### config.mk
export PLATFORM = sky130hd
export DESIGN_NAME = msx_slot_io_bridge_flat
export DESIGN_NICKNAME = d
export VERILOG_FILES = /design/src/rtl/msx_slot_io_bridge_if.sv /design/src/rtl/msx_slot_io_bridge.sv /design/src/flat_wrapper.sv
export SDC_FILE = /design/constraint.sdc
export NUM_CORES = 1
export LEC_CHECK = 0
export CAP_MARGIN = 20
export CORE_ASPECT_RATIO = 0.8
export CORE_MARGIN = 3
export CORE_UTILIZATION = 46
export DETAILED_ROUTE_END_ITERATION = 8
export HOLD_SLACK_MARGIN = 0.12
export PLACE_DENSITY = 0.83
export SLEW_MARGIN = 5
export SYNTH_ARGS = -nofsm -noshare
export SYNTH_HDL_FRONTEND = slang
export SYNTH_SLANG_ARGS = --single-unit
### constraint.sdc
create_clock -name clk -period 4.5 [get_ports clk]
set_clock_uncertainty 0.1 [all_clocks]
set_input_delay 0.45 -clock clk [delete_from_list [all_inputs] [get_ports clk]]
set_output_delay 0.45 -clock clk [all_outputs]
set_load 0.01 [all_outputs]
### src/rtl/msx_slot_io_bridge_if.sv
// -----------------------------------------------------------------------------
// msx_slot_io_bridge_if
// Request/response bus between the MSX slot I/O bridge and the VDP core.
//   bus_valid    master->slave  transaction request
//   bus_ready    slave->master  accept (transfer when bus_valid & bus_ready)
//   bus_write    master->slave  1 = write, 0 = read
//   bus_address  master->slave  VDP port index (slot_a[1:0])
//   bus_wdata    master->slave  write data
//   bus_rdata    slave->master  read data
//   bus_rdata_en slave->master  one-cycle strobe qualifying bus_rdata
// -----------------------------------------------------------------------------
interface msx_slot_io_bridge_if;
  logic       bus_valid;
  logic       bus_ready;
  logic       bus_write;
  logic [1:0] bus_address;
  logic [7:0] bus_wdata;
  logic [7:0] bus_rdata;
  logic       bus_rdata_en;

  modport master (
    output bus_valid, bus_write, bus_address, bus_wdata,
    input  bus_ready, bus_rdata, bus_rdata_en
  );

  modport slave (
    input  bus_valid, bus_write, bus_address, bus_wdata,
    output bus_ready, bus_rdata, bus_rdata_en
  );
endinterface

### src/rtl/msx_slot_io_bridge.sv
// -----------------------------------------------------------------------------
// msx_slot_io_bridge
// Z80/MSX slot I/O front end of the VDP cartridge. Synchronises the async slot
// strobes into clk, decodes the four VDP ports IO_BASE..IO_BASE+3 and issues
// one valid/ready transaction per Z80 I/O access. Read data is returned on
// slot_d_out with slot_data_dir; slot_wait holds the Z80 until init is done.
//
// Optional feature macro: SLOT_WAIT_EN
//   defined   : slot_wait is also held from access start until the write is
//               accepted or the read data is latched.
//   undefined : slot_wait = ~init_done only.
//
// Ports
//   clk, reset_n        clock, asynchronous active-low reset
//   init_done           SDRAM/VDP initialisation complete
//   slot_iorq_n/rd_n/wr_n  async Z80 strobes (active low)
//   slot_a, slot_d_in   Z80 address / data in (stable before strobes)
//   slot_d_out          read data to slot bus
//   slot_data_dir       1 = cartridge drives slot data bus
//   slot_wait           1 = hold Z80 in wait
//   bus                 master side of msx_slot_io_bridge_if
// -----------------------------------------------------------------------------
module msx_slot_io_bridge #(
  parameter logic [7:0]  IO_BASE     = 8'h88,
  parameter int unsigned SYNC_STAGES = 2       // must be >= 2
) (
  input  logic       clk,
  input  logic       reset_n,
  input  logic       init_done,
  input  logic       slot_iorq_n,
  input  logic       slot_rd_n,
  input  logic       slot_wr_n,
  input  logic [7:0] slot_a,
  input  logic [7:0] slot_d_in,
  output logic [7:0] slot_d_out,
  output logic       slot_data_dir,
  output logic       slot_wait,
  msx_slot_io_bridge_if.master bus
);

`ifdef SLOT_WAIT_EN
  localparam bit WAIT_EN = 1'b1;
`else
  localparam bit WAIT_EN = 1'b0;
`endif

  typedef enum logic [1:0] {
    S_IDLE,
    S_REQ,
    S_RD_WAIT,
    S_HOLD
  } state_t;

  // ---------------------------------------------------------------------------
  // Strobe synchronisers. Only the strobes are synchronised: slot_a and
  // slot_d_in are stable long before the strobes and are sampled directly
  // when the synchronised strobe edge is seen.
  // ---------------------------------------------------------------------------
  logic [SYNC_STAGES-1:0] iorq_sync_q;
  logic [SYNC_STAGES-1:0] rd_sync_q;
  logic [SYNC_STAGES-1:0] wr_sync_q;

  // NOTE: sequential state uses non-blocking assignments so every flop samples
  // the pre-edge value of its source, which is what makes a chain a chain.
  always_ff @(posedge clk or negedge reset_n) begin
    if (!reset_n) begin
      iorq_sync_q <= '1;
      rd_sync_q   <= '1;
      wr_sync_q   <= '1;
    end else begin
      iorq_sync_q <= {iorq_sync_q[SYNC_STAGES-2:0], slot_iorq_n};
      rd_sync_q   <= {rd_sync_q[SYNC_STAGES-2:0],   slot_rd_n};
      wr_sync_q   <= {wr_sync_q[SYNC_STAGES-2:0],   slot_wr_n};
    end
  end

  logic iorq_wr;
  logic iorq_rd;
  assign iorq_wr = ~iorq_sync_q[SYNC_STAGES-1] & ~wr_sync_q[SYNC_STAGES-1];
  assign iorq_rd = ~iorq_sync_q[SYNC_STAGES-1] & ~rd_sync_q[SYNC_STAGES-1];

  // ---------------------------------------------------------------------------
  // Access detection: rising edge of a synchronised I/O strobe on a VDP port.
  // A write edge wins over a simultaneous read (illegal bus state).
  // ---------------------------------------------------------------------------
  logic iorq_wr_q;
  logic iorq_rd_q;
  logic start_wr;
  logic start_rd;
  logic port_hit;
  logic access_start;

  assign start_wr     = iorq_wr & ~iorq_wr_q;
  assign start_rd     = iorq_rd & ~iorq_rd_q & ~iorq_wr;
  assign port_hit     = (slot_a[7:2] == IO_BASE[7:2]);
  assign access_start = (start_wr | start_rd) & port_hit & init_done;

  // ---------------------------------------------------------------------------
  // Transaction FSM with registered outputs.
  // released_q remembers that the Z80 let go of the strobe before the core
  // finished, so a late HOLD never drives the bus for an unrelated access.
  // ---------------------------------------------------------------------------
  state_t     state_q;
  logic       valid_q;
  logic       write_q;
  logic [1:0] addr_q;
  logic [7:0] wdata_q;
  logic [7:0] d_out_q;
  logic       dir_q;
  logic       wait_q;
  logic       released_q;

  always_ff @(posedge clk or negedge reset_n) begin
    if (!reset_n) begin
      state_q    <= S_IDLE;
      valid_q    <= 1'b0;
      write_q    <= 1'b0;
      addr_q     <= 2'd0;
      wdata_q    <= 8'h00;
      d_out_q    <= 8'h00;
      dir_q      <= 1'b0;
      wait_q     <= 1'b1;
      released_q <= 1'b0;
      iorq_wr_q  <= 1'b0;
      iorq_rd_q  <= 1'b0;
    end else begin
      iorq_wr_q <= iorq_wr;
      iorq_rd_q <= iorq_rd;
      // Later assignments in the case below override this default.
      wait_q    <= ~init_done;

      case (state_q)
        S_IDLE: begin
          dir_q <= 1'b0;
          if (access_start) begin
            state_q    <= S_REQ;
            write_q    <= start_wr;
            addr_q     <= slot_a[1:0];
            wdata_q    <= slot_d_in;
            released_q <= 1'b0;
            if (WAIT_EN) wait_q <= 1'b1;
          end
        end

        S_REQ: begin
          if (WAIT_EN) wait_q <= 1'b1;
          if (!iorq_wr && !iorq_rd) released_q <= 1'b1;
          if (!valid_q) begin
            valid_q <= 1'b1;
          end else if (bus.bus_ready) begin
            valid_q <= 1'b0;
            if (write_q) begin
              state_q <= S_HOLD;
              wait_q  <= ~init_done;
            end else begin
              state_q <= S_RD_WAIT;
            end
          end
        end

        S_RD_WAIT: begin
          if (WAIT_EN) wait_q <= 1'b1;
          if (!iorq_wr && !iorq_rd) released_q <= 1'b1;
          if (bus.bus_rdata_en) begin
            d_out_q <= bus.bus_rdata;
            dir_q   <= iorq_rd & ~released_q;
            state_q <= S_HOLD;
            wait_q  <= ~init_done;
          end
        end

        S_HOLD: begin
          if (released_q || (!iorq_wr && !iorq_rd)) begin
            state_q <= S_IDLE;
            dir_q   <= 1'b0;
          end else begin
            dir_q <= dir_q & iorq_rd;
          end
        end

        default: begin
          state_q <= S_IDLE;
          valid_q <= 1'b0;
          dir_q   <= 1'b0;
        end
      endcase
    end
  end

  assign bus.bus_valid   = valid_q;
  assign bus.bus_write   = write_q;
  assign bus.bus_address = addr_q;
  assign bus.bus_wdata   = wdata_q;
  assign slot_d_out      = d_out_q;
  assign slot_data_dir   = dir_q;
  assign slot_wait       = wait_q;

endmodule

### src/flat_wrapper.sv
// flat-port wrapper written by rule: the top's interface ports become plain ports
module msx_slot_io_bridge_flat 
#(
  parameter logic [7:0]  IO_BASE     = 8'h88,
  parameter int unsigned SYNC_STAGES = 2                      
)
  (clk, reset_n, init_done, slot_iorq_n, slot_rd_n, slot_wr_n, slot_a, slot_d_in, slot_d_out, slot_data_dir, slot_wait, bus_bus_valid, bus_bus_write, bus_bus_address, bus_bus_wdata, bus_bus_ready, bus_bus_rdata, bus_bus_rdata_en);
  msx_slot_io_bridge_if bus_i ();
  input  logic clk;
  input  logic reset_n;
  input  logic init_done;
  input  logic slot_iorq_n;
  input  logic slot_rd_n;
  input  logic slot_wr_n;
  input  logic [7:0] slot_a;
  input  logic [7:0] slot_d_in;
  output logic [7:0] slot_d_out;
  output logic slot_data_dir;
  output logic slot_wait;
  output wire logic [$bits(bus_i.bus_valid)-1:0] bus_bus_valid;
  output wire logic [$bits(bus_i.bus_write)-1:0] bus_bus_write;
  output wire logic [$bits(bus_i.bus_address)-1:0] bus_bus_address;
  output wire logic [$bits(bus_i.bus_wdata)-1:0] bus_bus_wdata;
  input wire logic [$bits(bus_i.bus_ready)-1:0] bus_bus_ready;
  input wire logic [$bits(bus_i.bus_rdata)-1:0] bus_bus_rdata;
  input wire logic [$bits(bus_i.bus_rdata_en)-1:0] bus_bus_rdata_en;
  assign bus_bus_valid = bus_i.bus_valid;
  assign bus_bus_write = bus_i.bus_write;
  assign bus_bus_address = bus_i.bus_address;
  assign bus_bus_wdata = bus_i.bus_wdata;
  assign bus_i.bus_ready = bus_bus_ready;
  assign bus_i.bus_rdata = bus_bus_rdata;
  assign bus_i.bus_rdata_en = bus_bus_rdata_en;
  msx_slot_io_bridge #(.IO_BASE(IO_BASE), .SYNC_STAGES(SYNC_STAGES)) u_core (.clk(clk), .reset_n(reset_n), .init_done(init_done), .slot_iorq_n(slot_iorq_n), .slot_rd_n(slot_rd_n), .slot_wr_n(slot_wr_n), .slot_a(slot_a), .slot_d_in(slot_d_in), .slot_d_out(slot_d_out), .slot_data_dir(slot_data_dir), .slot_wait(slot_wait), .bus(bus_i));
endmodule
==> metrics.txt, run 1 <==
final worst path period share 0.4299; Detailed Route Iter0 Violations 51; worst r2r src u_core.state_q[0]$_DFFE_PN0P_; min-delay worst type register to register; Synth Register Bits 33; CP Capture Type register; Worst path max stage delay 0.45 ns; mapped cell area 0.001419 mm^2; Ports 54; Max Transition Viols Final 0; top-count cell post-synth dfrtp_1; synth top area cells dfrtp_1 (46%), dfstp_2 (13%), mux2_2 (9.5%), mux2_4 (7.4%), ha_1 (4.4%); dpl hpwl ~2.2 mm; Initial Util 0.4978; Reg power frac 0.388; Int Pwr 0.0007230 W; Final Hold Fails 0; # diodes 0; Sw Share 0.2896; CTS root buf clkbuf_8; Critical Path, Cell by Cell clkdlybuf4s50_1, nor4b_4, o2111ai_4, mux2_4; routability cong. 0.7514; Final Setup Violations 0; die height 55.68 um; M1 WL 1.186 mm; RSZ-0062 raised after global routing false; uppermost layer routed met4; IO buf count 53; 1st-pass router iterations 2; Post-synth EDFFs 0; row count 17; met3 routed WL 269 um; r2r endpoint u_core.bus.bus_wdata[4]$_DFFE_PN0P_; Post-DRT Antenna Nets 0; maximum vdd drop 0.3093 mV; Clk pwr share 0.271; Post-CTS Hold Buffers 0; status finished clean; Synth top cells by count dfrtp_1 (26), mux2_2 (12), dfstp_2 (7), mux2_4 (7); PostCTS Resize Cnt 0; Hold Path End u_core.rd_sync_q[1]$_DFF_PN1_; register area share after synthesis 0.5882; Total GRT Usage 0.1691; Cells after DPL about 180; Post-synth ARST share 1.000; Synth cell types 25; ys flop type dfrtp_1; reg-to-reg setup timing slack between 2 and 3 ns; vias in the first global route 1031; CP required 4.57 ns; Leakage 0.9306 nW; initial antenna violation count 0; arrival time worst endpoint 2.00 ns; min-delay src u_core.rd_sync_q[0]$_DFF_PN1_; CTS max path bufs 2; startpoint types primary input; Setup Buffers After CTS 0; layout cells sized above 1 0.2597; Comb power frac 0.341; largest area contributor in the netlist dfrtp_1; core area ~0.0029 mm^2; fmax 0.5169 GHz; crit-path max FO 13; P_sw between 0.0002 and 0.0003 W; pwr/cell area 482.7 mW/mm^2; final net count 190; Via Count 952; minimum clock period 1.934 ns; clock sink count 33; via density per instance 4.958; met2 wire length approximately 1.4 mm; max_cap viols 0; actual slew at the worst max-slew pin around 0.57 ns; CTS H-tree depth 2; Worst slew margin 0.6201; Syn. warnings 0; Inserted Clock Buffers 5; DIE AREA around 0.0038 mm^2; Worst-path clk slew about 0.070 ns; Setup TNS Final 0 ns; Mapped Cells 93; GRT overflow 0; CP Class primary input to register; clk_lat worst skew 0.28 ns; global-route wire length before repair 4.747 mm; Slowest-stage cell, CP clkdlybuf4s50_1; final std cells w/o fill 192; largest net degree at the start of global routing 34; Syn Nets 130; CTS tree yes; Area Growth Syn to Fin 48.59%; Register-to-Register Path Depth 4; die width 68.10 um; DRC violation count after routing 0; WHS Path Cells 0; synthesized area per cell approximately 15 um^2; drt wl/cell 14.80 um; area share of the largest cell type after synthesis 0.4586; drt total wl 2.842 mm
## cell usage in the layout, fill, tap and decap left out
cell / count
nor2_1: 4
o41ai_2: 1
nor2b_1: 2
nand2_1: 4
dfrtp_1: 26
and4bb_4: 1
nor4b_4: 1
o21ai_0: 3
mux2_4: 7
and2_1: 1
a221o_1: 1
dfstp_2: 7
clkdlybuf4s50_1: 53
clkinv_4: 1
nor3b_4: 1
a21oi_1: 2
buf_4: 1
a211o_1: 2
mux2i_1: 2
inv_1: 5
bufinv_16: 1
mux2_2: 12
nor4_1: 1
clkbuf_8: 5
o2111ai_4: 1
o211ai_1: 1
clkinvlp_4: 1
ha_1: 5
a22oi_1: 1
a211oi_1: 1
## per-stage QoR
step           power (W)  utilization  hold WS (ns)  setup slack, ns  instance area, um^2
6_report        0.001018       0.7397        0.2570            2.566                 2108
5_1_grt         0.001078       0.7397        0.2623            2.486                 2108
4_1_cts         0.001027       0.7397        0.2580            2.549                 2108
3_5_place_dp   0.0007417       0.6993        0.2472            2.253                 1993
3_3_place_gp   0.0007265       0.6993        0.2458            2.305                 1993
2_1_floorplan  0.0005741            -       0.05441            2.863                 1419
## flip-flops by register name (all words and copies together), names as in the netlist, 2 cells and up
register	count
u_core.slot_d_out	8
u_core.iorq_sync_q	2
u_core.wr_sync_q	2
u_core.rd_sync_q	2
u_core.bus.bus_address	2
u_core.bus.bus_wdata	8
u_core.state_q	2
## metal layers
metal,GRT usage,vias up
met5,0,-
met4,0.05099,0
met3,0.07273,2
met2,0.2651,37
met1,0.2089,463
li1,-,450
## power by group through the flow
stage                     clock network (W)  registers [W]  logic [W]
final                              0.000276       0.000395   0.000347
after global routing               0.000296       0.000404   0.000378
after CTS                          0.000282       0.000396   0.000349
after detailed placement                  0       0.000401   0.000341
after global placement                    0       0.000397   0.000329
after floorplan                           0       0.000417   0.000157
## worst max-delay path by stage
stage | from | to | slack [ns] | cells past startpoint
finish | slot_a[2] | u_core.bus.bus_wdata[4]$_DFFE_PN0P_ | 2.57 | 4
global route | slot_a[2] | u_core.bus.bus_wdata[6]$_DFFE_PN0P_ | 2.49 | 4
CTS | slot_a[2] | u_core.bus.bus_wdata[4]$_DFFE_PN0P_ | 2.55 | 4
detailed placement | slot_a[2] | u_core.bus.bus_wdata[6]$_DFFE_PN0P_ | 2.25 | 4
global placement | slot_a[2] | u_core.bus.bus_wdata[4]$_DFFE_PN0P_ | 2.31 | 4
floorplan | slot_a[2] | u_core.bus.bus_wdata[0]$_DFFE_PN0P_ | 2.86 | 4
## cell type report
class,count,area [um^2]
clock inverters,3,46.29
clock buffers,5,68.82
well taps,38,47.55
inverters,5,18.77
flip-flops and latches,33,834.6
fillers,199,742.0
multi-input cells,54,554.3
repair buffers,54,538.0
## critical path, delay by kind of cell
kind	cells	cell delay [ns]
buf+inv	1	0.45
mux	1	0.40
simple gates	1	0.36
compound gates	1	0.35
## cells by family (layout without fill, tap and decap cells)
| kind of cell | Yosys count | after routing | share of synthesized area |
|---|---|---|---|
| AO/OA/AOI/OAI | 13 | 13 | 0.08290 |
| multiplexers | 21 | 21 | 0.1834 |
| adder cells (fa/ha/maj) | 5 | 5 | 0.04409 |
| AND/OR/NAND/NOR | 15 | 15 | 0.08025 |
| buffers and inverters | 6 | 67 | 0.02116 |
| flip-flops | 33 | 33 | 0.5882 |
Power figures use the tool's default switching activity.
==> run 2: changes to the inputs <==
--- a/config.mk
+++ b/config.mk
@@ -8,10 +8,10 @@
 export CAP_MARGIN = 20
 export CORE_ASPECT_RATIO = 0.8
 export CORE_MARGIN = 3
-export CORE_UTILIZATION = 46
+export CORE_UTILIZATION = 39
 export DETAILED_ROUTE_END_ITERATION = 8
 export HOLD_SLACK_MARGIN = 0.12
-export PLACE_DENSITY = 0.83
+export PLACE_DENSITY = 0.75
 export SLEW_MARGIN = 5
 export SYNTH_ARGS = -nofsm -noshare
 export SYNTH_HDL_FRONTEND = slang
==> constraint.sdc (replaced) <==
create_clock -name clk -period 1.7 [get_ports clk]
set_clock_uncertainty 0.1 [all_clocks]
set_input_delay 0.17 -clock clk [delete_from_list [all_inputs] [get_ports clk]]
set_output_delay 0.17 -clock clk [all_outputs]
set_load 0.01 [all_outputs]
==> run 2 against run 1 <==
Compared with the run above:
- the flow now finishes with violations (negative setup slack)
- combinational power rose to 2.9 times the previous value
- critical endpoint is now u_core.bus.bus_wdata[6]$_DFFE_PN0P_
- critical path depth unchanged
- clock-buffer cell count up 1
- sequential power rose to 2.7 times the previous value
- sequential share of layout area down 1.5 points
==> metrics.txt, run 2 (synthesized netlist as in run 1, its figures left out) <==
CP required 1.77 ns (was 4.57 ns); # diodes 0 (unchanged); drt total wl 3.051 mm (was 2.842 mm); CTS root buf clkbuf_8 (unchanged); Initial Util 0.4315 (was 0.4978); Post-CTS Hold Buffers 0 (unchanged); die height 59.95 um (was 55.68 um); CTS H-tree depth 2 (unchanged); Final Hold Fails 0 (unchanged); status finished with violations (was finished clean); DRC violation count after routing 0 (unchanged); max_cap viols 0 (unchanged); Ports 54 (unchanged); P_sw 0.0007859 W (was 0.0002947 W); drt wl/cell 15.18 um (was 14.80 um); GRT overflow 0 (unchanged); dpl hpwl 2.292 mm (was 2.201 mm); final worst path period share 1.011; violated checks negative setup slack; Clk pwr share 0.272 (was 0.271); layout cells sized above 1 0.3230 (was 0.2597); DIE AREA 0.004402 mm^2 (was 0.003791 mm^2); RSZ-0062 raised after global routing true (was false); initial antenna violation count 0 (unchanged); CTS max path bufs 2 (unchanged); commonest non-fill, non-tap cell in the layout clkdlybuf4s50_1 (unchanged); actual slew at the worst max-slew pin 0.4056 ns (was 0.5696 ns); PnR worst setup slack -0.01929 ns (was 2.566 ns); Int Pwr 0.002024 W (was 0.0007230 W); routability cong. 0.8236 (was 0.7514); Setup TNS Final -0.1133 ns (was 0 ns); Leakage 0.9675 nW (was 0.9306 nW); Core Util, Final 0.6667 (was 0.7397); vias in the first global route 1074 (was 1031); fmax approximately 0.58 GHz; hold_ws 0.1783 ns (was 0.2570 ns); clk_lat worst skew 0.29 ns (was 0.28 ns); 1st-pass router iterations 2 (unchanged); commonest cells after routing, fill and taps aside clkdlybuf4s50_1 (53), dfrtp_1 (26), mux2_2 (12) (unchanged); Worst slew margin 0.7296 (was 0.6201); Total GRT Usage 0.1593 (was 0.1691); CTS tree yes (unchanged); fillcell total 236 (was 199); Post-DRT Antenna Nets 0 (unchanged); Detailed Route Iter0 Violations 53 (was 51); crit-path max FO 10 (was 13); minimum clock period 1.719 ns; largest net degree at the start of global routing 34 (unchanged); Worst-path clk slew 0.07 ns (about the same); final net count 197 (was 190); die width 73.44 um (was 68.10 um); Via Count 985 (was 952); Reg power frac 0.374 (was 0.388); Area Growth Syn to Fin 54.50% (was 48.59%); IO buf count 53 (unchanged); arrival time worst endpoint 1.79 ns (was 2.00 ns); Comb power frac 0.354 (was 0.341); core area 0.003288 mm^2 (was 0.002850 mm^2); via density per instance 4.900 (was 4.958); Inserted Clock Buffers 5 (unchanged); CP Class register to register (was primary input to register); maximum vdd drop 0.7901 mV (was 0.3093 mV); min-delay worst type primary input to asynchronous set/reset pin (was register to register); startpoint types register (was primary input); CP Capture Type register (unchanged); pwr/cell area 1282 mW/mm^2 (was 482.7 mW/mm^2); Max Transition Viols Final 0 (unchanged); clock sink count 33 (unchanged); Sw Share 0.2797 (was 0.2896); row count 18 (was 17); global-route wire length before repair 5.009 mm (was 4.747 mm); Final Setup Violations 8 (was 0)
-- run 2: cell type report --
type                            instances  area (um^2)  area share
Clock buffer                            6        82.58     0.03767
Timing Repair Buffer                   61        603.1      0.2751
Inverter                                5        18.77    0.008562
Sequential cell                        33        834.6      0.3807
Multi-Input combinational cell         54        565.5      0.2580
Tap cell                               40        50.05     0.02283
Clock inverter                          2        37.54     0.01712
-- run 2: path summary, 6_finish.rpt --
check	to	cells past startpoint	slack, ns	startpoint
min	u_core.iorq_rd_q$_DFF_PN0_	2	0.18	reset_n
min in group clk	u_core.iorq_sync_q[0]$_DFF_PN1_	1	0.19	slot_iorq_n
min reg2reg	u_core.wr_sync_q[1]$_DFF_PN1_	0	0.26	u_core.wr_sync_q[0]$_DFF_PN1_
max in group asynchronous	u_core.iorq_sync_q[1]$_DFF_PN1_	2	0.98	reset_n
max	u_core.bus.bus_wdata[6]$_DFFE_PN0P_	4	-0.02	u_core.wr_sync_q[1]$_DFF_PN1_
max reg2reg	u_core.bus.bus_wdata[6]$_DFFE_PN0P_	4	-0.02	u_core.wr_sync_q[1]$_DFF_PN1_
-- run 2: what timing repair did --
action,CTS,global route
resized for setup,4,2
pin swaps,0,3
endpoints found under the setup margin,9,13
hold endpoints to repair,0,0
buffers inserted,1,1
-- run 2: metal layers --
| metal | share of wire | up-vias | GRT usage |
|---|---|---|---|
| met2 | 0.45 | 36 | 0.2459 |
| li1 | - | 469 | - |
| met5 | 0 | - | 0 |
| met3 | 0.086 | 8 | 0.06050 |
| met1 | 0.44 | 472 | 0.1904 |
| met4 | 0.023 | 0 | 0.09302 |
-- run 2: metrics by stage --
| step | worst slack, ns | power (W) | area [um^2] | std cells |
|---|---|---|---|---|
| 2_1_floorplan | 0.08036 | 0.001520 | 1419 | 93 |
| 3_5_place_dp | -0.1539 | 0.002003 | 2046 | 191 |
| 6_report | -0.01929 | 0.002809 | 2192 | 201 |
| 3_3_place_gp | -0.1259 | 0.001975 | 2046 | 191 |
| 5_1_grt | -0.06721 | 0.002988 | 2192 | 201 |
| 4_1_cts | -0.01635 | 0.002803 | 2181 | 200 |
-- run 2: worst max-delay path, cell delays in order, from the launching register on --
cell and delay (ns):
dfstp_2 0.59, nor3b_4 0.28, o2111ai_4 0.15, buf_12 0.19, mux2_4 0.29
-- run 2: power groups by stage --
stage / Sequential (W) / Combinational (W) / Clock, W
global route: 0.00107 / 0.00109 / 0.000826
floorplan: 0.00110 / 0.000416 / 0
CTS: 0.00105 / 0.000975 / 0.000780
finish: 0.00105 / 0.000995 / 0.000765
detailed placement: 0.00106 / 0.000946 / 0
global placement: 0.00105 / 0.000927 / 0
